File: src/rtl/stack_pkg.sv
// Shared constants for the 4-bit stack datapath: stack_register modes,
// sequencer opcodes and sequencer state encodings.
package stack_pkg;

  localparam int unsigned WORD_W = 4;
  localparam int unsigned MODE_W = 3;

  localparam logic [MODE_W-1:0] STACK_MODE_IDLE  = 3'd0;
  localparam logic [MODE_W-1:0] STACK_MODE_RESET = 3'd1;
  localparam logic [MODE_W-1:0] STACK_MODE_PUSH  = 3'd2;
  localparam logic [MODE_W-1:0] STACK_MODE_POP   = 3'd3;
  localparam logic [MODE_W-1:0] STACK_MODE_SWAP  = 3'd4;

  localparam logic [3:0] OP_NOP  = 4'h0;
  localparam logic [3:0] OP_PUSH = 4'h1;
  localparam logic [3:0] OP_POP  = 4'h2;
  localparam logic [3:0] OP_OUTL = 4'h3;
  localparam logic [3:0] OP_OUTH = 4'h4;
  localparam logic [3:0] OP_SWAP = 4'h5;
  localparam logic [3:0] OP_PEEK = 4'h6;
  localparam logic [3:0] OP_DUP  = 4'h7;
  localparam logic [3:0] OP_AND  = 4'h8;
  localparam logic [3:0] OP_OR   = 4'h9;
  localparam logic [3:0] OP_XOR  = 4'hA;
  localparam logic [3:0] OP_ADD  = 4'hB;
  localparam logic [3:0] OP_SUB  = 4'hC;
  localparam logic [3:0] OP_NOT  = 4'hD;
  localparam logic [3:0] OP_INC  = 4'hE;
  localparam logic [3:0] OP_CLR  = 4'hF;

  typedef enum logic [1:0] {
    SEQ_IDLE = 2'd0,
    SEQ_S1   = 2'd1,
    SEQ_S2   = 2'd2,
    SEQ_S3   = 2'd3
  } seq_state_e;

  // Shape of the micro-sequence following an accepted opcode.
  typedef enum logic [1:0] {
    KIND_SINGLE = 2'd0,
    KIND_UNARY  = 2'd1,
    KIND_BINARY = 2'd2
  } seq_kind_e;

endpackage

File: src/rtl/stack_alu.sv
// Combinational 4-bit ALU: v1 op v0 for binary ops, op v0 for unary ops.
module stack_alu
  import stack_pkg::*;
(
  input  logic [3:0] v0,
  input  logic [3:0] v1,
  input  logic [3:0] op,
  output logic [3:0] result,
  output logic       carry,
  output logic       zero
);

  logic [4:0] wide;

  always_comb begin
    wide  = '0;
    carry = 1'b0;
    case (op)
      OP_AND: wide = {1'b0, v1 & v0};
      OP_OR:  wide = {1'b0, v1 | v0};
      OP_XOR: wide = {1'b0, v1 ^ v0};
      OP_ADD: begin
        wide  = {1'b0, v1} + {1'b0, v0};
        carry = wide[4];
      end
      OP_SUB: begin
        wide  = {1'b0, v1} - {1'b0, v0};
        carry = (v1 < v0);
      end
      OP_NOT: wide = {1'b0, ~v0};
      OP_INC: begin
        wide  = {1'b0, v0} + 5'd1;
        carry = wide[4];
      end
      default: wide = '0;
    endcase
    result = wide[3:0];
    zero   = (wide[3:0] == 4'd0);
  end

endmodule

File: src/rtl/stack_sequencer.sv
// Opcode sequencer for the 4-bit stack: expands opcodes into stack_register
// micro-ops, tracks depth, owns the output latch and the ALU flags.
module stack_sequencer
  import stack_pkg::*;
#(
  parameter int unsigned DEPTH = 8
) (
  input  logic                         clk,
  input  logic                         rst_n,
  input  logic                         op_valid,
  input  logic [3:0]                   op_code,
  input  logic [3:0]                   op_imm,
  output logic                         op_ready,
  input  logic [3:0]                   top_word,
  input  logic [3:0]                   second_word,
  output logic [2:0]                   stack_mode,
  output logic [3:0]                   push_word,
  output logic [7:0]                   out_byte,
  output logic [$clog2(DEPTH+1)-1:0]   depth,
  output logic                         carry,
  output logic                         zero,
  output logic                         err
);

  localparam int unsigned DEPTH_W = $clog2(DEPTH + 1);

  seq_state_e          state_q, state_d;
  seq_kind_e           kind_q, kind_d;
  logic [MODE_W-1:0]   mode_q, mode_d;
  logic                op_ready_q, op_ready_d;
  logic [WORD_W-1:0]   push_word_q, push_word_d;
  logic [WORD_W-1:0]   res_q, res_d;
  logic [7:0]          out_byte_q, out_byte_d;
  logic [DEPTH_W-1:0]  depth_q, depth_d;
  logic                carry_q, carry_d;
  logic                zero_q, zero_d;
  logic                err_q, err_d;

  logic [3:0] alu_res;
  logic       alu_carry;
  logic       alu_zero;
  logic       has1, has2, room;

  stack_alu u_alu (
    .v0     (top_word),
    .v1     (second_word),
    .op     (op_code),
    .result (alu_res),
    .carry  (alu_carry),
    .zero   (alu_zero)
  );

  assign has1 = (depth_q != '0);
  assign has2 = (depth_q >= DEPTH_W'(2));
  assign room = (depth_q < DEPTH_W'(DEPTH));

  // Next-state, micro-op issue and bookkeeping.
  always_comb begin
    state_d     = state_q;
    kind_d      = kind_q;
    mode_d      = STACK_MODE_IDLE;
    push_word_d = push_word_q;
    res_d       = res_q;
    out_byte_d  = out_byte_q;
    depth_d     = depth_q;
    carry_d     = carry_q;
    zero_d      = zero_q;
    err_d       = err_q;

    case (state_q)
      SEQ_IDLE: begin
        if (op_valid && op_ready_q) begin
          kind_d = KIND_SINGLE;
          case (op_code)
            OP_NOP: ;
            OP_PUSH, OP_PEEK, OP_DUP: begin
              if (room && ((op_code == OP_PUSH) ||
                           (op_code == OP_PEEK && has2) ||
                           (op_code == OP_DUP && has1))) begin
                mode_d      = STACK_MODE_PUSH;
                push_word_d = (op_code == OP_PUSH) ? op_imm :
                              (op_code == OP_PEEK) ? second_word : top_word;
                depth_d     = depth_q + DEPTH_W'(1);
                state_d     = SEQ_S1;
              end else begin
                err_d = 1'b1;
              end
            end
            OP_POP: begin
              if (has1) begin
                mode_d  = STACK_MODE_POP;
                depth_d = depth_q - DEPTH_W'(1);
                state_d = SEQ_S1;
              end else begin
                err_d = 1'b1;
              end
            end
            OP_OUTL, OP_OUTH: begin
              if (!has1)                err_d = 1'b1;
              else if (op_code == OP_OUTL) out_byte_d[3:0] = top_word;
              else                      out_byte_d[7:4] = top_word;
            end
            OP_SWAP: begin
              if (has2) begin
                mode_d  = STACK_MODE_SWAP;
                state_d = SEQ_S1;
              end else begin
                err_d = 1'b1;
              end
            end
            OP_AND, OP_OR, OP_XOR, OP_ADD, OP_SUB: begin
              if (has2) begin
                mode_d  = STACK_MODE_POP;
                kind_d  = KIND_BINARY;
                res_d   = alu_res;
                carry_d = alu_carry;
                zero_d  = alu_zero;
                depth_d = depth_q - DEPTH_W'(1);
                state_d = SEQ_S1;
              end else begin
                err_d = 1'b1;
              end
            end
            OP_NOT, OP_INC: begin
              if (has1) begin
                mode_d  = STACK_MODE_POP;
                kind_d  = KIND_UNARY;
                res_d   = alu_res;
                carry_d = alu_carry;
                zero_d  = alu_zero;
                state_d = SEQ_S1;
              end else begin
                err_d = 1'b1;
              end
            end
            OP_CLR: begin
              mode_d  = STACK_MODE_RESET;
              depth_d = '0;
              carry_d = 1'b0;
              zero_d  = 1'b0;
              err_d   = 1'b0;
              state_d = SEQ_S1;
            end
            default: ;
          endcase
        end
      end
      SEQ_S1: begin
        case (kind_q)
          KIND_BINARY: begin
            mode_d  = STACK_MODE_POP;
            state_d = SEQ_S2;
          end
          KIND_UNARY: begin
            mode_d      = STACK_MODE_PUSH;
            push_word_d = res_q;
            state_d     = SEQ_S3;
          end
          default: state_d = SEQ_IDLE;
        endcase
      end
      SEQ_S2: begin
        mode_d      = STACK_MODE_PUSH;
        push_word_d = res_q;
        state_d     = SEQ_S3;
      end
      SEQ_S3: state_d = SEQ_IDLE;
      default: state_d = SEQ_IDLE;
    endcase

    op_ready_d = (state_d == SEQ_IDLE);
  end

  // Reset holds stack_register in RESET mode and blocks acceptance.
  always_ff @(posedge clk or negedge rst_n) begin
    if (!rst_n) begin
      state_q     <= SEQ_IDLE;
      kind_q      <= KIND_SINGLE;
      mode_q      <= STACK_MODE_RESET;
      op_ready_q  <= 1'b0;
      push_word_q <= '0;
      res_q       <= '0;
      out_byte_q  <= '0;
      depth_q     <= '0;
      carry_q     <= 1'b0;
      zero_q      <= 1'b0;
      err_q       <= 1'b0;
    end else begin
      state_q     <= state_d;
      kind_q      <= kind_d;
      mode_q      <= mode_d;
      op_ready_q  <= op_ready_d;
      push_word_q <= push_word_d;
      res_q       <= res_d;
      out_byte_q  <= out_byte_d;
      depth_q     <= depth_d;
      carry_q     <= carry_d;
      zero_q      <= zero_d;
      err_q       <= err_d;
    end
  end

  assign op_ready   = op_ready_q;
  assign stack_mode = mode_q;
  assign push_word  = push_word_q;
  assign out_byte   = out_byte_q;
  assign depth      = depth_q;
  assign carry      = carry_q;
  assign zero       = zero_q;
  assign err        = err_q;

endmodule

File: config.mk
export PLATFORM = sky130hd
export DESIGN_NAME = stack_sequencer
export DESIGN_NICKNAME = d
export VERILOG_FILES = /design/src/rtl/stack_pkg.sv /design/src/rtl/stack_alu.sv /design/src/rtl/stack_sequencer.sv
export SDC_FILE = /design/constraint.sdc
export NUM_CORES = 1
export LEC_CHECK = 0
export ABC_CLOCK_PERIOD_IN_PS = 3300
export BUFFER_PORTS_ARGS = -buffer_cell sky130_fd_sc_hd__buf_2
export CAP_MARGIN = 25
export CORE_UTILIZATION = 57
export CTS_BUF_LIST = sky130_fd_sc_hd__clkbuf_8 sky130_fd_sc_hd__clkbuf_16
export CTS_CLUSTER_SIZE = 24
export DETAILED_ROUTE_END_ITERATION = 10
export PLACE_DENSITY = 0.8
export SLEW_MARGIN = 20
export SYNTH_ARGS = -nofsm -noshare
export SYNTH_HDL_FRONTEND = slang
export SYNTH_SLANG_ARGS = --single-unit
File: constraint.sdc
create_clock -name clk -period 3.3 [get_ports clk]
set_clock_uncertainty 0.2 [all_clocks]
set_input_delay 0.33 -clock clk [delete_from_list [all_inputs] [get_ports clk]]
set_output_delay 0.33 -clock clk [all_outputs]
set_load 0.02 [all_outputs]
# After elaboration in Yosys (flattened, before gate mapping)
# Index checks and enable logic that the tools add are counted.
[op_classes]
n_shift = 0
n_mux = 44
n_reduce_logical = 30
order_cmp = 3
addsub = 5
mul = 0
div = 0
n_bitwise = 5
eq_ne = 31
[ops]
columns = ["operator", "n"]
rows = [
  ["$mux 4", 11],
  ["$eq 4x4->1 const B", 8],
  ["$pmux 4 s7", 1],
  ["$reduce_and 5->1", 5],
  ["$ne 2x2->1 const B", 10],
  ["$eq 4x3->1 const B", 4],
  ["$mux 2", 8],
  ["$pmux 2 s4", 2],
  ["$pmux 4 s4", 1],
  ["$pmux 3 s5", 1],
  ["$pmux 2 s2", 3],
  ["$pmux 4 s3", 1],
  ["$reduce_and 6->1", 2],
  ["$reduce_bool 4->1", 3],
  ["$reduce_or 5->1", 2],
  ["$pmux 1 s3", 3],
  ["$pmux 3 s3", 1],
  ["$eq 4x2->1 const B", 2],
  ["$mux 1", 8],
  ["$pmux 4 s2", 1],
  ["$eq 2x2->1 const B", 3],
  ["$mux 3", 2],
  ["$reduce_bool 3->1", 2],
  ["$reduce_or 3->1", 2],
  ["other kinds (25)", 32],
]
[totals]
mem_bits_ro = 0
ramBits = 0
latchBits = 0
register_bits = 31
n_memories = 0
in_bits = 19

# Longest topological paths before layout
# Gate-level depths: netlist of the first run.
[depth]
ltp_word = 10
depth_mapped = 11
ltp_nobuf = 10

# Hierarchy
# Synthesis of the first run repeated with hierarchy kept, for this count alone.
[hier_totals]
hier_cells = 288
area_unflattened_um2 = 2700.1
[modules_own_cells]
columns = ["mod", "n_inst", "cells_each", "area_each_um2"]
rows = [
  ["stack_sequencer", 1, 199, 2006.9],
  ["stack_alu", 1, 89, 693.2],
]

# Worst setup path after synthesis of the first run
# Ideal clock, no wire load.
[synth_path]
path_type = "input-to-reg"
start = "input op_code[1]"
end = "register depth_q[3] (netlist: depth[3])"
arrival_time_ps = 2359
n_path_buf = 2
t_required_ps = 2978
path_slack_ps = 619
cell_stages = 11
cell_sequence = "buf_4 > buf_2 > nor2b_1 > a21oi_1 > o21ai_0 > ha_1 > a21o_1 > a21oi_1 > xnor2_1 > o21ai_1 > a32o_1"
[synth_between]
elab_chain_len = 7
[synth_rtl]
columns = ["item", "line", "rtl"]
rows = [
  ["start, declared", "stack_sequencer.sv:11", "input logic [3:0] op_code,"],
  ["$eq 4x3->1", "stack_sequencer.sv:74, stack_sequencer.sv:78", ""],
  ["$logic_and 1x1->1", "stack_sequencer.sv:78", "(op_code == OP_PEEK && has2) ||"],
  ["$logic_or 1x1->1", "stack_sequencer.sv:77", "if (room && ((op_code == OP_PUSH) ||"],
  ["$logic_or 1x1->1", "stack_sequencer.sv:78", ""],
  ["$logic_and 1x1->1", "stack_sequencer.sv:77", ""],
  ["$ne 2x2->1 (no source line)", "n/a", ""],
  ["$reduce_and 6->1 (no source line)", "n/a", ""],
  ["end signal, assigned", "stack_sequencer.sv:196", "depth_q <= depth_d;"],
  ["end, declared", "stack_sequencer.sv:34", "logic [DEPTH_W-1:0] depth_q, depth_d;"],
]
# Several ways; a longest one is shown, not always the timed one.
# A chain may end at the register's enable or synchronous reset.

# Worst setup path after layout of the first run
[layout_path]
start = "register state_q[0]"
end = "register zero_q (netlist: zero)"
[layout_between]
elab_chain_len = 2
[layout_rtl]
columns = ["item", "line", "rtl"]
rows = [
  ["start, declared", "stack_sequencer.sv:27", "seq_state_e state_q, state_d;"],
  ["start signal, assigned", "stack_sequencer.sv:189", "state_q <= state_d;"],
  ["$logic_not 2->1", "stack_sequencer.sv:70", "case (state_q)"],
  ["$reduce_and 5->1 (no source line)", "n/a", ""],
  ["end signal, assigned", "stack_sequencer.sv:198", "zero_q <= zero_d;"],
  ["end, declared", "stack_sequencer.sv:36", "logic zero_q, zero_d;"],
]
# No other way between the ends.

==> impl_results.md, run 1 <==
* Status: completed
* Worst setup EP type: flop
* Number of port buffers at 41
* Router iterations before antenna repair at 4
* Worst setup SP type: flop
* Post-DR wirelength/cell at 16.1 um
* Syn_area_per_cell at 8.39 um2
* Reg power frac at 0.336
* Total CTS buffers at 5
* Synth top area cells: dfrtp_1, ha_1, o21ai_0
* Net Sw Power at 876 uW
* Antenna violations before repair at 0
* Clk slew on worst S/H paths at 0.07 ns
* Top-count cell post-synth: nand2_1
* Top-area cell type share of the netlist area at 0.284
* Cell row count at 24
* Initial Util at 0.599
* Fin crit period at 2.73 ns
* Max-slew violation count at 0
* Storage cell area at 777 um2
* Core box area at 0.00441 mm2
* P_int at 1.12 mW
* DR iter-0 viols at 143
* Antenna cell count at 0
* Syn Nets at 358
* Synth area leader: dfrtp_1
* Dpl hpwl at 4870 um
* Fin nets at 392
* Vias at 2455
* Setup bufs post-CTS at 0
* Gpl congestion at 0.946
* Post-CTS resize count at 0
* Post-synth EDFFs at 0
* Largest net degree at the start of global routing at 32
* CTS tree: done
* Sequential-to-total area share from yosys stat at 0.294
* Slew @ Worst Pin at 0.852 ns
* Critical Path Fanout Max at 10
* Die Area at 0.00491 mm2
* Yosys warns at 0
* Synthesized instance count at 315
* Total GRT Usage at 0.277
* Kind of critical path: reg -> reg
* Pwr per Cell Area at 678 mW/mm2
* Crit path DAT at 2.70 ns
* Post-route DRC at 0
* WP data required at 3.27 ns
* Slew margin rel. at 0.417
* Lkg Pwr at 1.41 nW
* Final Cycle Share at 0.827
* Unrepaired setup endpoints after global routing: false
* Post-Syn Area at 0.00264 mm2
* Hold WC Path Type: in -> reg
* Sink Count at 31
* DR vias/cell at 6.11
* CTS max path bufs at 2
* Final setup fails at 0
* Total routed wirelength at 6460 um
* Sw frac at 0.439
* Max VDD drop at 0.488 mV
* H-tree Lvls at 2
* Top cells by count, synth: nand2_1, dfrtp_1, o21ai_0
* Layout cells sized above 1 at 0.171
* CTS root buffer: clkbuf_8
* Synthesis-to-layout area growth at 11.4%
* Vias in the first global route at 2261
* Synth Flop Type: dfrtp_1
* Overflow after GRT at 0
* Worst slack, placed at 0.381 ns
* Routed Antenna Nets at 0
* Max-Cap Viols at 0
* Highest clock rate at 0.366 GHz
* Post-synth ARST share at 1.00
* Die Span Y at 70.1 um
* Sum Neg Setup Slack at 0 ns
* Clk network pwr share at 0.166
* Final count of hold timing violations at 0
* Post-route worst setup slack at 0.570 ns
* Clock Latency Late Sink at 0.28 ns
* Fillers at 378
* Area of the multi-input gates at 0.00168 mm2
* Synth Register Bits at 31
* Cell variety after synth at 58
* Combinational Power Share at 0.498
* First-pass GRT wire length at 10700 um
* # IOs at 42
* Die width at 70.1 um
-- path summary, 6_finish.rpt --
kind	start	to	slack, ns	depth (start not counted)
worst max-delay path	state_q[0]	zero	0.57	7
worst min-delay path	top_word[0]	out_byte[4]	0.25	3
worst max register to register	state_q[0]	zero	0.57	7
worst min register to register	out_byte[4]	out_byte[4]	0.27	2
max in group asynchronous	rst_n	push_word[1]	2.02	2
min in group asynchronous	rst_n	err	0.42	2
-- sequential cells by signal, summed over array words and instances (netlist names) --
name and flops:
res_q 4, zero 1, out_byte 8, op_ready 1
push_word 4, depth 4, carry 1, state_q 2
stack_mode 3, kind_q 2, err 1
-- cell type report --
cell class | instances | share of cell area
Tap cell | 52 | 0.0221
Sequential cell | 31 | 0.264
Timing Repair Buffer | 43 | 0.0757
Clock inverter | 1 | 0.00128
Clock buffer | 7 | 0.0327
Multi-Input combinational cell | 243 | 0.572
Inverter | 25 | 0.0319
-- cells in the final DEF, fill, tap and decap left out, types with 3 or more instances in the layout --
cell type,count
ha_1,21
nor2_1,15
clkbuf_8,7
nor4_1,3
inv_1,26
nor3_1,4
mux2i_1,11
buf_2,41
o21ai_0,29
dfrtp_1,30
a31oi_1,4
a21o_1,5
fa_1,3
a211oi_1,3
nand2_1,31
a21oi_1,20
nor2b_1,8
nand2b_1,10
mux2_2,4
nand3_1,10
a22o_1,3
and3_1,4
nand4_1,5
o211ai_1,4
xnor2_1,7
-- power groups by stage --
stage	Sequential (mW)	Combinational, mW	Clock (mW)
2_1_floorplan	0.770	0.611	0
3_3_place_gp	0.669	0.958	0
3_5_place_dp	0.671	0.986	0
4_1_cts	0.668	0.991	0.334
5_1_grt	0.689	1.10	0.349
6_report	0.671	0.994	0.331
-- logic make-up (layout without fill, tap and decap cells) --
kind of cell | Yosys count | after routing | share of synthesized area
buffers and inverters | 41 | 76 | 0.0687
AO/OA/AOI/OAI | 95 | 95 | 0.235
adder cells (fa/ha/maj) | 24 | 24 | 0.122
flip-flops | 31 | 31 | 0.294
AND/OR/NAND/NOR | 100 | 100 | 0.192
XOR/XNOR | 9 | 9 | 0.0298
multiplexers | 15 | 15 | 0.0587
-- per-layer routing --
| layer | share of wire | global-route usage | up-vias | wire, um |
|---|---|---|---|---|
| li1 | - | - | 1197 | - |
| met1 | 0.44 | 0.361 | 1153 | 2870 |
| met2 | 0.47 | 0.432 | 83 | 3050 |
| met3 | 0.047 | 0.0606 | 22 | 302 |
| met4 | 0.037 | 0.140 | 0 | 236 |
| met5 | 0 | 0 | - | 0 |
-- critical path, cell delays in order, from the launching register on --
cell and delay, ns:
dfrtp_1 0.49, inv_1 0.16, ha_1 0.34, nand3_1 0.28, a311o_1 0.44, o21bai_1 0.25
nand2b_1 0.19, o41ai_1 0.26
-- stage by stage --
stage	instance area [um2]	utilization	cells	power, mW	hold WS (ns)
floorplan	2640	-	315	1.38	-0.166
global placement	2830	0.642	393	1.63	0.206
detailed placement	2830	0.642	393	1.66	0.217
CTS	2940	0.667	402	1.99	0.251
global route	2940	0.667	402	2.13	0.302
finish	2940	0.667	402	2.00	0.251
-- what timing repair did --
item	4_1_cts	5_1_grt
hold buffers	1	0
hold endpoints to repair	30	0
setup endpoints to repair	0	0
Note: power is estimated with default switching activity, not from simulation.
==> run 2: changes to the inputs <==
Settings changed: ABC_CLOCK_PERIOD_IN_PS 3300 to 2500, CORE_UTILIZATION 57 to 52, PLACE_DENSITY 0.8 to 0.77.
Clock period 3.3 ns to 2.5 ns, I/O delays scaled along.
==> run 2 against run 1 <==
Compared with the run above:
- global-route usage shrank 0.58 points
- sequential cell count is the same
- clock power increased by 57%
- critical path depth decreased by 1
- hold slack got worse by 0.074 ns
- fmax grew 18%
- total power rose by 41%
- combinational power rose by 46%
- largest cell class unchanged
==> impl_results.md, run 2 (synthesized netlist as in run 1, its figures left out) <==
* Worst setup SP type: flop (unchanged)
* Largest register FFs at 8 (unchanged)
* Die Span Y at 73.3 um (was 70.1 um)
* Fin nets at 408 (was 392)
* Vias at 2575 (was 2455)
* Vias in the first global route at 2274 (was 2261)
* Worst r2r src: depth[1] (was state_q[0])
* First-pass GRT wire length at 11100 um (was 10700 um)
* Layout cells sized above 1 at 0.210 (was 0.171)
* # IOs at 42 (unchanged)
* Die width at 73.3 um (was 70.1 um)
* Slew margin rel. at 0.529 (was 0.417)
* Post-DP Area at 0.00298 mm2 (was 0.00283 mm2)
* CTS root buffer: clkbuf_8 (unchanged)
* Inst Count DP at 424 (was 393)
* Met2 GRT Util at 0.436 (was 0.432)
* Fillers at 444 (was 378)
* Worst Hold Launch: top_word[2] (was top_word[0])
* Die Area at 0.00537 mm2 (was 0.00491 mm2)
* Post-DR wirelength/cell at 16.0 um (was 16.1 um)
* CTS tree: done (unchanged)
* Post-CTS resize count at 0 (unchanged)
* Pwr per Cell Area at 902 mW/mm2 (was 678 mW/mm2)
* Leading cell type in the layout, fill and taps excluded: buf_2 (unchanged)
* Setup bufs post-CTS at 0 (unchanged)
* Post-route DRC at 0 (unchanged)
* Kind of critical path: reg -> reg (unchanged)
* Initial Util at 0.549 (was 0.599)
* Largest net degree at the start of global routing at 32 (unchanged)
* WP data required at 2.45 ns (was 3.27 ns)
* Met3 Resource Use GR at 0.0370 (was 0.0606)
* Cell row count at 25 (was 24)
* Reg2Reg Depth at 6 (was 7)
* Fin crit period at 2.31 ns (was 2.73 ns)
* Post-route worst setup slack at 0.189 ns (was 0.570 ns)
* Slew @ Worst Pin at 0.706 ns (was 0.852 ns)
* Non-filler cells, final at 433 (was 402)
* Core box area at 0.00482 mm2 (was 0.00441 mm2)
* Final Cycle Share at 0.924 (was 0.827)
* Max VDD drop at 0.531 mV (was 0.488 mV)
* Synthesis-to-layout area growth at 17.8% (was 11.4%)
* Routed Antenna Nets at 0 (unchanged)
* Total GRT Usage at 0.271 (was 0.277)
* Highest clock rate at 0.433 GHz (was 0.366 GHz)
* DR iter-0 viols at 201 (was 143)
* Sink Count at 31 (unchanged)
* Crit path DAT at 2.26 ns (was 2.70 ns)
* Hold-fix buffers, CTS at 1 (unchanged)
* Max-Cap Viols at 0 (unchanged)
* Gpl congestion at 0.980 (was 0.946)
* Clock Latency Late Sink at 0.29 ns (was 0.28 ns)
* Commonest non-fill, non-tap cells in the layout: buf_2, nand2_1, dfrtp_1 (unchanged)
* Router iterations before antenna repair at 5 (was 4)
* Lkg Pwr at 1.50 nW (was 1.41 nW)
* Status: completed (unchanged)
* Power, Total at 2.81 mW (was 2.00 mW)
* DR vias/cell at 5.95 (was 6.11)
* Sum Neg Setup Slack at 0 ns (unchanged)
* Worst slack, placed at 0.0538 ns (was 0.381 ns)
* Worst setup EP type: flop (unchanged)
* Worst Hold Path EP: out_byte[6] (was out_byte[4])
* Met1 Usage GRT at 0.376 (was 0.361)
* Design area at 0.00311 mm2 (was 0.00294 mm2)
* CTS max path bufs at 2 (unchanged)
* Max-slew violation count at 0 (unchanged)
* Total routed wirelength at 6920 um (was 6460 um)
* Antenna violations before repair at 0 (unchanged)
* Final count of hold timing violations at 0 (unchanged)
* Reg2reg end: depth[0] (was zero)
* Antenna cell count at 0 (unchanged)
* H-tree Lvls at 2 (unchanged)
* Critical Path Fanout Max at 7 (was 10)
* Overflow after GRT at 0 (unchanged)
* Final setup fails at 0 (unchanged)
* Unrepaired setup endpoints after global routing: false (unchanged)
* Total CTS buffers at 5 (unchanged)
* Hold path cells at 3 (unchanged)
* R2R setup slack at 0.19 ns (was 0.57 ns)
* Number of port buffers at 41 (unchanged)
* Gr busiest metal: met2 (unchanged)
* Hold WC Path Type: in -> reg (unchanged)
* Clk slew on worst S/H paths at 0.07 ns (about the same)
* Dpl hpwl at 5230 um (was 4870 um)
run 2: per-stage QoR:
step	hold slack (ns)	utilization
after CTS	0.173	0.646
after global routing	0.194	0.646
after detailed placement	0.136	0.619
after global placement	0.128	0.619
final	0.177	0.646
after floorplan	-0.246	-
run 2: cell type report:
type	count	area, um2	share of cell area
sequential	31	777	0.250
clock inverter	2	35.0	0.0113
tap	67	83.8	0.0269
clock buffer	6	82.6	0.0265
multi-input combinational	243	1680	0.541
inverter	25	93.8	0.0302
timing repair buffer	59	355	0.114
run 2: worst max path at each step:
stage	startpoint	to	slack [ns]	depth (start not counted)
after global placement	second_word[0]	zero	0.08	11
after global routing	state_q[1]	zero	0.07	7
after CTS	depth[1]	depth[0]	0.20	6
final	depth[1]	depth[0]	0.19	6
after detailed placement	second_word[0]	zero	0.05	11
after floorplan	op_code[1]	depth[3]	0.04	11
run 2: per-layer routing:
layer  share of wire  vias to the layer above
met5               0                        -
met4           0.017                        0
met3           0.076                       15
met2            0.46                      125
met1            0.45                     1208
li1                -                     1227
run 2: power breakdown:
part	total (mW)	switching, mW	internal (mW)
Combinational	1.45	0.850	0.597
Sequential	0.839	0.140	0.699
Clock	0.520	0.197	0.322
Total	2.81	1.19	1.62
run 2: worst max-delay path, stage by stage, from the launching register on:
cell	delay, ns
dfrtp_1	0.45
or3_4	0.44
and3_1	0.19
or3b_1	0.37
and3_1	0.27
a21oi_1	0.18
a41oi_1	0.07
